===== src/rtl/spi_frame_sequencer_pkg.sv =====
// Shared definitions for the SPI frame sequencer: FSM states, word field
// positions and sticky error bit positions.
package spi_seq_pkg;
    typedef enum logic [2:0] {
        ST_IDLE,
        ST_LOAD,
        ST_XFER,
        ST_CAPTURE,
        ST_RELEASE
    } seq_state_e;

    localparam int SPI_IN_RELEASE_BIT = 8;
    localparam int WR_EOF_BIT         = 8;

    localparam int ERR_TX_OVF  = 0;
    localparam int ERR_RX_OVF  = 1;
    localparam int ERR_LOAD_TO = 2;

    localparam logic [15:0] SPI_RELEASE_WORD = 16'(1) << SPI_IN_RELEASE_BIT;

    function automatic logic [15:0] spi_data_word(input logic [7:0] b);
        return {8'h00, b};
    endfunction
endpackage


===== src/rtl/spi_frame_sequencer_if.sv =====
// CPU-side FIFO access plus the handshake towards the byte-level SPI master.
interface spi_seq_if;
    logic        wr_en;
    logic [8:0]  wr_data;
    logic        rd_en;
    logic [7:0]  rd_data;
    logic        tx_full;
    logic        rx_empty;
    logic        idle;
    logic [2:0]  err;
    logic        clr_err;
    logic        spi_load;
    logic [15:0] spi_in;
    logic        spi_busy;
    logic [15:0] spi_out;

    modport slave (
        input  wr_en, wr_data, rd_en, clr_err, spi_busy, spi_out,
        output rd_data, tx_full, rx_empty, idle, err, spi_load, spi_in
    );
    modport master (
        output wr_en, wr_data, rd_en, clr_err, spi_busy, spi_out,
        input  rd_data, tx_full, rx_empty, idle, err, spi_load, spi_in
    );
endinterface


===== src/rtl/spi_frame_sequencer_sync_fifo.sv =====
// Synchronous FIFO with registered head, full and empty. A pop frees its slot
// for a push in the same cycle, so a full FIFO accepts push+pop together.
module sync_fifo #(
    parameter int WIDTH = 8,
    parameter int DEPTH = 8
) (
    input  logic             clk,
    input  logic             rst,
    input  logic             i_push,
    input  logic             i_pop,
    input  logic [WIDTH-1:0] i_data,
    output logic [WIDTH-1:0] o_head,
    output logic             o_full,
    output logic             o_empty
);
    localparam int AW = (DEPTH > 1) ? $clog2(DEPTH) : 1;
    localparam logic [AW:0] FULL_CNT = (AW+1)'(DEPTH);

    logic [WIDTH-1:0] r_mem [DEPTH];
    logic [AW-1:0]    r_wr_ptr, r_rd_ptr, w_rd_ptr_n;
    logic [AW:0]      r_cnt, w_cnt_pop, w_cnt_n;
    logic [WIDTH-1:0] r_head;
    logic             r_full, r_empty;
    logic             w_pop, w_push;

    assign w_pop      = i_pop && (r_cnt != '0);
    assign w_push     = i_push && ((r_cnt != FULL_CNT) || w_pop);
    assign w_rd_ptr_n = r_rd_ptr + AW'(w_pop);
    assign w_cnt_pop  = r_cnt - (AW+1)'(w_pop);
    assign w_cnt_n    = w_cnt_pop + (AW+1)'(w_push);

    always_ff @(posedge clk) begin
        if (rst) begin
            r_wr_ptr <= '0;
            r_rd_ptr <= '0;
            r_cnt    <= '0;
            r_head   <= '0;
            r_full   <= 1'b0;
            r_empty  <= 1'b1;
        end else begin
            r_wr_ptr <= r_wr_ptr + AW'(w_push);
            r_rd_ptr <= w_rd_ptr_n;
            r_cnt    <= w_cnt_n;
            r_full   <= (w_cnt_n == FULL_CNT);
            r_empty  <= (w_cnt_n == '0);
            // Head bypasses the array when the pushed word becomes the only entry.
            if (w_cnt_n != '0)
                r_head <= (w_cnt_pop == '0) ? i_data : r_mem[w_rd_ptr_n];
        end
    end

    always_ff @(posedge clk) begin
        if (w_push)
            r_mem[r_wr_ptr] <= i_data;
    end

    assign o_head  = r_head;
    assign o_full  = r_full;
    assign o_empty = r_empty;
endmodule


===== src/rtl/spi_frame_sequencer.sv =====
// Feeds buffered CPU bytes to the SPI master one at a time, releases CS after
// EOF-tagged bytes and collects received bytes into the RX FIFO.
module spi_frame_sequencer
    import spi_seq_pkg::*;
#(
    parameter int DEPTH        = 8,
    parameter int LOAD_TIMEOUT = 64,
    parameter int RELEASE_HOLD = 32
) (
    input logic      CLK_100MHz,
    input logic      reset,
    spi_seq_if.slave bus
);
    localparam int MAXC = (LOAD_TIMEOUT > RELEASE_HOLD) ? LOAD_TIMEOUT : RELEASE_HOLD;
    localparam int CW   = $clog2(MAXC + 1);

    seq_state_e  r_state, w_state_n;
    logic        r_load, w_load_n;
    logic [15:0] r_spi_in, w_spi_in_n;
    logic        r_eof, w_eof_n;
    logic [CW-1:0] r_cnt, w_cnt_n;
    logic [2:0]  r_err, w_err_set;

    logic [8:0]  w_tx_head;
    logic [7:0]  w_rx_head;
    logic        w_tx_full, w_tx_empty, w_tx_push, w_tx_pop;
    logic        w_rx_full, w_rx_empty, w_rx_push;
    logic        w_load_to;
    logic        w_unused;

    assign w_tx_push = bus.wr_en && !w_tx_full;
    assign w_unused  = ^bus.spi_out[15:8];

    sync_fifo #(.WIDTH(9), .DEPTH(DEPTH)) u_tx_fifo (
        .clk(CLK_100MHz), .rst(reset),
        .i_push(w_tx_push), .i_pop(w_tx_pop), .i_data(bus.wr_data),
        .o_head(w_tx_head), .o_full(w_tx_full), .o_empty(w_tx_empty)
    );

    sync_fifo #(.WIDTH(8), .DEPTH(DEPTH)) u_rx_fifo (
        .clk(CLK_100MHz), .rst(reset),
        .i_push(w_rx_push), .i_pop(bus.rd_en), .i_data(bus.spi_out[7:0]),
        .o_head(w_rx_head), .o_full(w_rx_full), .o_empty(w_rx_empty)
    );

    always_comb begin
        w_state_n  = r_state;
        w_load_n   = r_load;
        w_spi_in_n = r_spi_in;
        w_eof_n    = r_eof;
        w_cnt_n    = r_cnt + CW'(1);
        w_tx_pop   = 1'b0;
        w_rx_push  = 1'b0;
        w_load_to  = 1'b0;
        case (r_state)
            ST_IDLE: if (!w_tx_empty) begin
                w_tx_pop   = 1'b1;
                w_spi_in_n = spi_data_word(w_tx_head[7:0]);
                w_eof_n    = w_tx_head[WR_EOF_BIT];
                w_load_n   = 1'b1;
                w_cnt_n    = '0;
                w_state_n  = ST_LOAD;
            end
            ST_LOAD: if (bus.spi_busy) begin
                w_load_n  = 1'b0;
                w_state_n = ST_XFER;
            end else if (r_cnt == CW'(LOAD_TIMEOUT - 1)) begin
                w_load_to = 1'b1;
                w_load_n  = 1'b0;
                w_state_n = ST_IDLE;
            end
            ST_XFER: if (!bus.spi_busy) w_state_n = ST_CAPTURE;
            ST_CAPTURE: begin
                w_rx_push = 1'b1;
                if (r_eof) begin
                    w_spi_in_n = SPI_RELEASE_WORD;
                    w_load_n   = 1'b1;
                    w_cnt_n    = '0;
                    w_state_n  = ST_RELEASE;
                end else begin
                    w_state_n = ST_IDLE;
                end
            end
            // The master never goes busy on a release word; only the hold time matters.
            ST_RELEASE: if (r_cnt == CW'(RELEASE_HOLD - 1)) begin
                w_load_n  = 1'b0;
                w_state_n = ST_IDLE;
            end
            default: w_state_n = ST_IDLE;
        endcase
    end

    always_comb begin
        w_err_set              = '0;
        w_err_set[ERR_TX_OVF]  = bus.wr_en && w_tx_full;
        w_err_set[ERR_RX_OVF]  = w_rx_push && w_rx_full && !bus.rd_en;
        w_err_set[ERR_LOAD_TO] = w_load_to;
    end

    always_ff @(posedge CLK_100MHz) begin
        if (reset) begin
            r_state  <= ST_IDLE;
            r_load   <= 1'b0;
            r_spi_in <= '0;
            r_eof    <= 1'b0;
            r_cnt    <= '0;
            r_err    <= '0;
        end else begin
            r_state  <= w_state_n;
            r_load   <= w_load_n;
            r_spi_in <= w_spi_in_n;
            r_eof    <= w_eof_n;
            r_cnt    <= w_cnt_n;
            r_err    <= (bus.clr_err ? 3'b000 : r_err) | w_err_set;
        end
    end

    assign bus.spi_load = r_load;
    assign bus.spi_in   = r_spi_in;
    assign bus.err      = r_err;
    assign bus.rd_data  = w_rx_head;
    assign bus.tx_full  = w_tx_full;
    assign bus.rx_empty = w_rx_empty;
    assign bus.idle     = (r_state == ST_IDLE) && w_tx_empty;
endmodule


===== src/flat_wrapper.sv =====
// flat-port wrapper written by rule: the top's interface ports become plain ports
module spi_frame_sequencer_flat import spi_seq_pkg::*;
#(
    parameter int DEPTH        = 8,
    parameter int LOAD_TIMEOUT = 64,
    parameter int RELEASE_HOLD = 32
)
  (CLK_100MHz, reset, bus_wr_en, bus_wr_data, bus_rd_en, bus_clr_err, bus_spi_busy, bus_spi_out, bus_rd_data, bus_tx_full, bus_rx_empty, bus_idle, bus_err, bus_spi_load, bus_spi_in);
  spi_seq_if bus_i ();
  input logic CLK_100MHz;
  input logic reset;
  input wire logic [$bits(bus_i.wr_en)-1:0] bus_wr_en;
  input wire logic [$bits(bus_i.wr_data)-1:0] bus_wr_data;
  input wire logic [$bits(bus_i.rd_en)-1:0] bus_rd_en;
  input wire logic [$bits(bus_i.clr_err)-1:0] bus_clr_err;
  input wire logic [$bits(bus_i.spi_busy)-1:0] bus_spi_busy;
  input wire logic [$bits(bus_i.spi_out)-1:0] bus_spi_out;
  output wire logic [$bits(bus_i.rd_data)-1:0] bus_rd_data;
  output wire logic [$bits(bus_i.tx_full)-1:0] bus_tx_full;
  output wire logic [$bits(bus_i.rx_empty)-1:0] bus_rx_empty;
  output wire logic [$bits(bus_i.idle)-1:0] bus_idle;
  output wire logic [$bits(bus_i.err)-1:0] bus_err;
  output wire logic [$bits(bus_i.spi_load)-1:0] bus_spi_load;
  output wire logic [$bits(bus_i.spi_in)-1:0] bus_spi_in;
  assign bus_i.wr_en = bus_wr_en;
  assign bus_i.wr_data = bus_wr_data;
  assign bus_i.rd_en = bus_rd_en;
  assign bus_i.clr_err = bus_clr_err;
  assign bus_i.spi_busy = bus_spi_busy;
  assign bus_i.spi_out = bus_spi_out;
  assign bus_rd_data = bus_i.rd_data;
  assign bus_tx_full = bus_i.tx_full;
  assign bus_rx_empty = bus_i.rx_empty;
  assign bus_idle = bus_i.idle;
  assign bus_err = bus_i.err;
  assign bus_spi_load = bus_i.spi_load;
  assign bus_spi_in = bus_i.spi_in;
  spi_frame_sequencer #(.DEPTH(DEPTH), .LOAD_TIMEOUT(LOAD_TIMEOUT), .RELEASE_HOLD(RELEASE_HOLD)) u_core (.CLK_100MHz(CLK_100MHz), .reset(reset), .bus(bus_i));
endmodule

===== config.mk =====
export PLATFORM = sky130hd
export DESIGN_NAME = spi_frame_sequencer_flat
export DESIGN_NICKNAME = d
export VERILOG_FILES = /design/src/rtl/spi_frame_sequencer_pkg.sv /design/src/rtl/spi_frame_sequencer_if.sv /design/src/rtl/spi_frame_sequencer_sync_fifo.sv /design/src/rtl/spi_frame_sequencer.sv /design/src/flat_wrapper.sv
export SDC_FILE = /design/constraint.sdc
export NUM_CORES = 1
export LEC_CHECK = 0
export BUFFER_PORTS_ARGS = -buffer_cell sky130_fd_sc_hd__buf_2
export CELL_PAD_IN_SITES_DETAIL_PLACEMENT = 0
export CELL_PAD_IN_SITES_GLOBAL_PLACEMENT = 1
export CORE_MARGIN = 8
export CORE_UTILIZATION = 40
export CTS_CLUSTER_SIZE = 12
export DETAILED_ROUTE_END_ITERATION = 16
export PLACE_DENSITY_LB_ADDON = 0.15
export SYNTH_ARGS = -nofsm -noshare
export SYNTH_HDL_FRONTEND = slang
export SYNTH_SLANG_ARGS = --single-unit

===== constraint.sdc =====
create_clock -name CLK_100MHz -period 3.3 [get_ports CLK_100MHz]
set_clock_uncertainty 0.1 [all_clocks]
set_input_delay 0.495 -clock CLK_100MHz [delete_from_list [all_inputs] [get_ports CLK_100MHz]]
set_output_delay 0.495 -clock CLK_100MHz [all_outputs]
set_load 0.02 [all_outputs]

==> flow_metrics.tcl <==
set metrics [dict create \
    syn-cell-area_um2 8130 \
    synth_area_per_cell_um2 15.8 \
    status "complete, no violations" \
    die-area_um2 25100 \
    vdd_drop_max_v 0.000465 \
    synthDistinctLibCells 53 \
    drt-pass1-iter-count 6 \
    final_hold_viol_count 0 \
    reg2reg_from "u_core.u_rx_fifo.r_cnt[2]$_SDFF_PP0_" \
    antenna_found_initial 0 \
    fin_nets 643 \
    p_leak_nw 3.45 \
    cts_inserted_buffers 22 \
    ant_nets 0 \
    critPathMaxFanout 8 \
    postSynth.asyncResetShare 0 \
    hold_start "bus_spi_out[3]" \
    gp_congestion 0.747 \
    row_count 52 \
    ios 62 \
    max_freq_mhz 334 \
    synth_edf_count 136 \
    cp-startpoint "u_core.u_rx_fifo.r_cnt[2]$_SDFF_PP0_" \
    fp.dieH_um 159 \
    synth-seq-cells 201 \
    ys_warn_count 0 \
    overflow 0 \
    ctsLongestPathBuffers 3 \
    syn_to_final_growth_pct 17.2 \
    root_buffer "clkbuf_16" \
    routed_wl_mm 16.6 \
    ys.flop_type "edfxtp_1" \
    period_minus_slack_ps 3000 \
    relSlewSlack 0.570 \
    ys_seq_area_frac 0.663 \
    hold_path_class "input pin to flop" \
    cts.sinks 201 \
    grt_pass1_wl_mm 25.6 \
    clock_latency_ps 490 \
    grt_usage 0.133 \
    syn_inst 513 \
    final_max_slew_viol_count 0 \
    diodes 0 \
    cts_max_level 1 \
    port_buffers 46 \
    rsz0062_at_grt "false" \
    drive_above_1_share 0.264 \
    worstSetupStartpointType "flop" \
    powerDensity_nw_per_um2 843 \
    path_clk_slew_ps 60 \
    setup_viol 0 \
    drt_iter0_markers 132 \
    grt_pass1_vias 4527 \
    routed-via-count 4460 \
    crit_type "flop to flop" \
    die_w_um 159 \
    grt_max_degree 43 \
    fin_setup_tns_ps 0 \
    drc_errors 0 \
    hpwlAfterDp_mm 10.8 \
    critical_path_arrival_ps 3320 \
    vias_per_cell 5.07 \
    fin_util 0.474 \
    wl_per_cell_um 18.9 \
    coreArea_um2 20100 \
    cap_violations 0 \
    crit_path_end_kind "flop" \
    worst-slew-pin-transition_ps 642 \
    start_util 0.404 \
    period_share 0.908 \
    worst-endpoint-required_ps 3630 \
    cts_tree "yes" \
]
## synthesized netlist by cell type (all sizes together), types with 11 or more instances
| master | n | share of area |
|---|---|---|
| nor2b | 17 | 0.013 |
| buf | 20 | 0.018 |
| mux4 | 34 | 0.098 |
| ha | 17 | 0.026 |
| edfxtp | 136 | 0.50 |
| nor2 | 41 | 0.019 |
| dfxtp | 65 | 0.16 |
| mux2 | 11 | 0.016 |
| xnor2 | 11 | 0.013 |
| inv | 16 | 0.0074 |
| nor3 | 11 | 0.0068 |
| mux2i | 18 | 0.022 |
| nand2 | 15 | 0.0069 |
## kinds of logic after synthesis
| family | Yosys count | synth area share |
|---|---|---|
| flip-flops | 201 | 0.663 |
| multiplexers | 63 | 0.136 |
| other | 1 | 0.000461 |
| AO/OA/AOI/OAI | 47 | 0.0462 |
| AND/OR/NAND/NOR | 122 | 0.0788 |
| XOR/XNOR | 16 | 0.0200 |
| adder cells (fa/ha/maj) | 17 | 0.0262 |
| buffers and inverters | 46 | 0.0296 |
## report_power, final
group / internal (W) / switching, W / total, W
logic: 0.00121 / 0.00140 / 0.00261
clock network: 0.00139 / 0.000904 / 0.00229
registers: 0.00298 / 0.000147 / 0.00313
## stage by stage
step	total power (W)	area, um^2	instances	setup slack (ps)	hold slack, ps
after floorplan	0.00505	8160	519	46.3	313
after global placement	0.00581	8830	841	254	326
after detailed placement	0.00585	8830	841	231	338
after CTS	0.00816	9520	879	208	174
after global routing	0.00847	9520	879	68.8	185
final	0.00803	9520	879	303	192
## layout by cell type, fill, tap and decap left out, types with 2 or more instances in the layout
master     count
edfxtp_1     136
dfxtp_1       65
buf_2         46
nor2_1        41
buf_4         35
mux4_2        25
clkbuf_16     23
mux2i_1       18
nor2b_1       17
ha_1          17
inv_1         16
nand2_1       15
nor3_1        11
a22oi_1       10
xnor2_1       10
mux2_2        10
nand2b_1       9
mux4_1         9
a21oi_1        8
o2bb2ai_1      8
or3_2          7
a32o_1         7
conb_1         7
clkbuf_1       6
a31oi_1        4
nand3_1        4
nand4_1        4
clkinv_1       4
nor3b_1        3
xor2_1         3
clkinv_2       2
clkbuf_8       2
## state kept, by name, summed over array words and instances (netlist names), 4 cells and up
name	flops
u_core.bus.spi_in	9
u_core.u_tx_fifo.r_cnt	4
u_core.r_cnt	7
u_core.u_tx_fifo.o_head	9
u_core.u_rx_fifo.r_mem	64
u_core.u_rx_fifo.r_cnt	4
u_core.u_tx_fifo.r_mem	72
u_core.u_rx_fifo.o_head	8
## final cells by class
class / count / area [um^2]
well taps: 270 / 338
multi-input cells: 272 / 2550
clock inverters: 7 / 55.1
fillers: 1772 / 10600
inverters: 16 / 60.1
flip-flops and latches: 201 / 5390
repair buffers: 82 / 513
clock buffers: 31 / 626
## worst max-delay path, cell delays in order (launching register included)
cell,delay [ps]
dfxtp_1,340
nor3_1,260
a21oi_1,150
ha_1,210
ha_1,310
inv_1,50
ha_1,300
or4_1,550
and2b_1,490
a32o_1,190
## worst paths after layout
path | endpoint | slack [ps] | depth (start not counted)
worst min register to register | u_core.r_cnt[0]$_SDFF_PP0_ | 350 | 1
worst max register to register | u_core.u_rx_fifo.o_head[4]$_SDFFE_PP0P_ | 300 | 9
worst min-delay path | u_core.u_rx_fifo.r_mem[3][3]$_DFFE_PP_ | 190 | 1
worst max-delay path | u_core.u_rx_fifo.o_head[4]$_SDFFE_PP0P_ | 300 | 9
## metal layers
metal  vias up  wire [um]  GRT usage
met5         -          0          0
met4         0        351     0.0373
met3        30        597     0.0247
met2        71       8360      0.231
met1      2240       7280      0.167
li1       2119          -          -
## repair_timing
| item | 4_1_cts | 5_1_grt |
|---|---|---|
| hold buffers | 0 | 0 |
| setup buffers | 0 | 0 |
| endpoints found under the setup margin | 0 | 9 |
| gates resized for setup | 0 | 1 |
No activity file was read; power rests on OpenSTA's default activity.
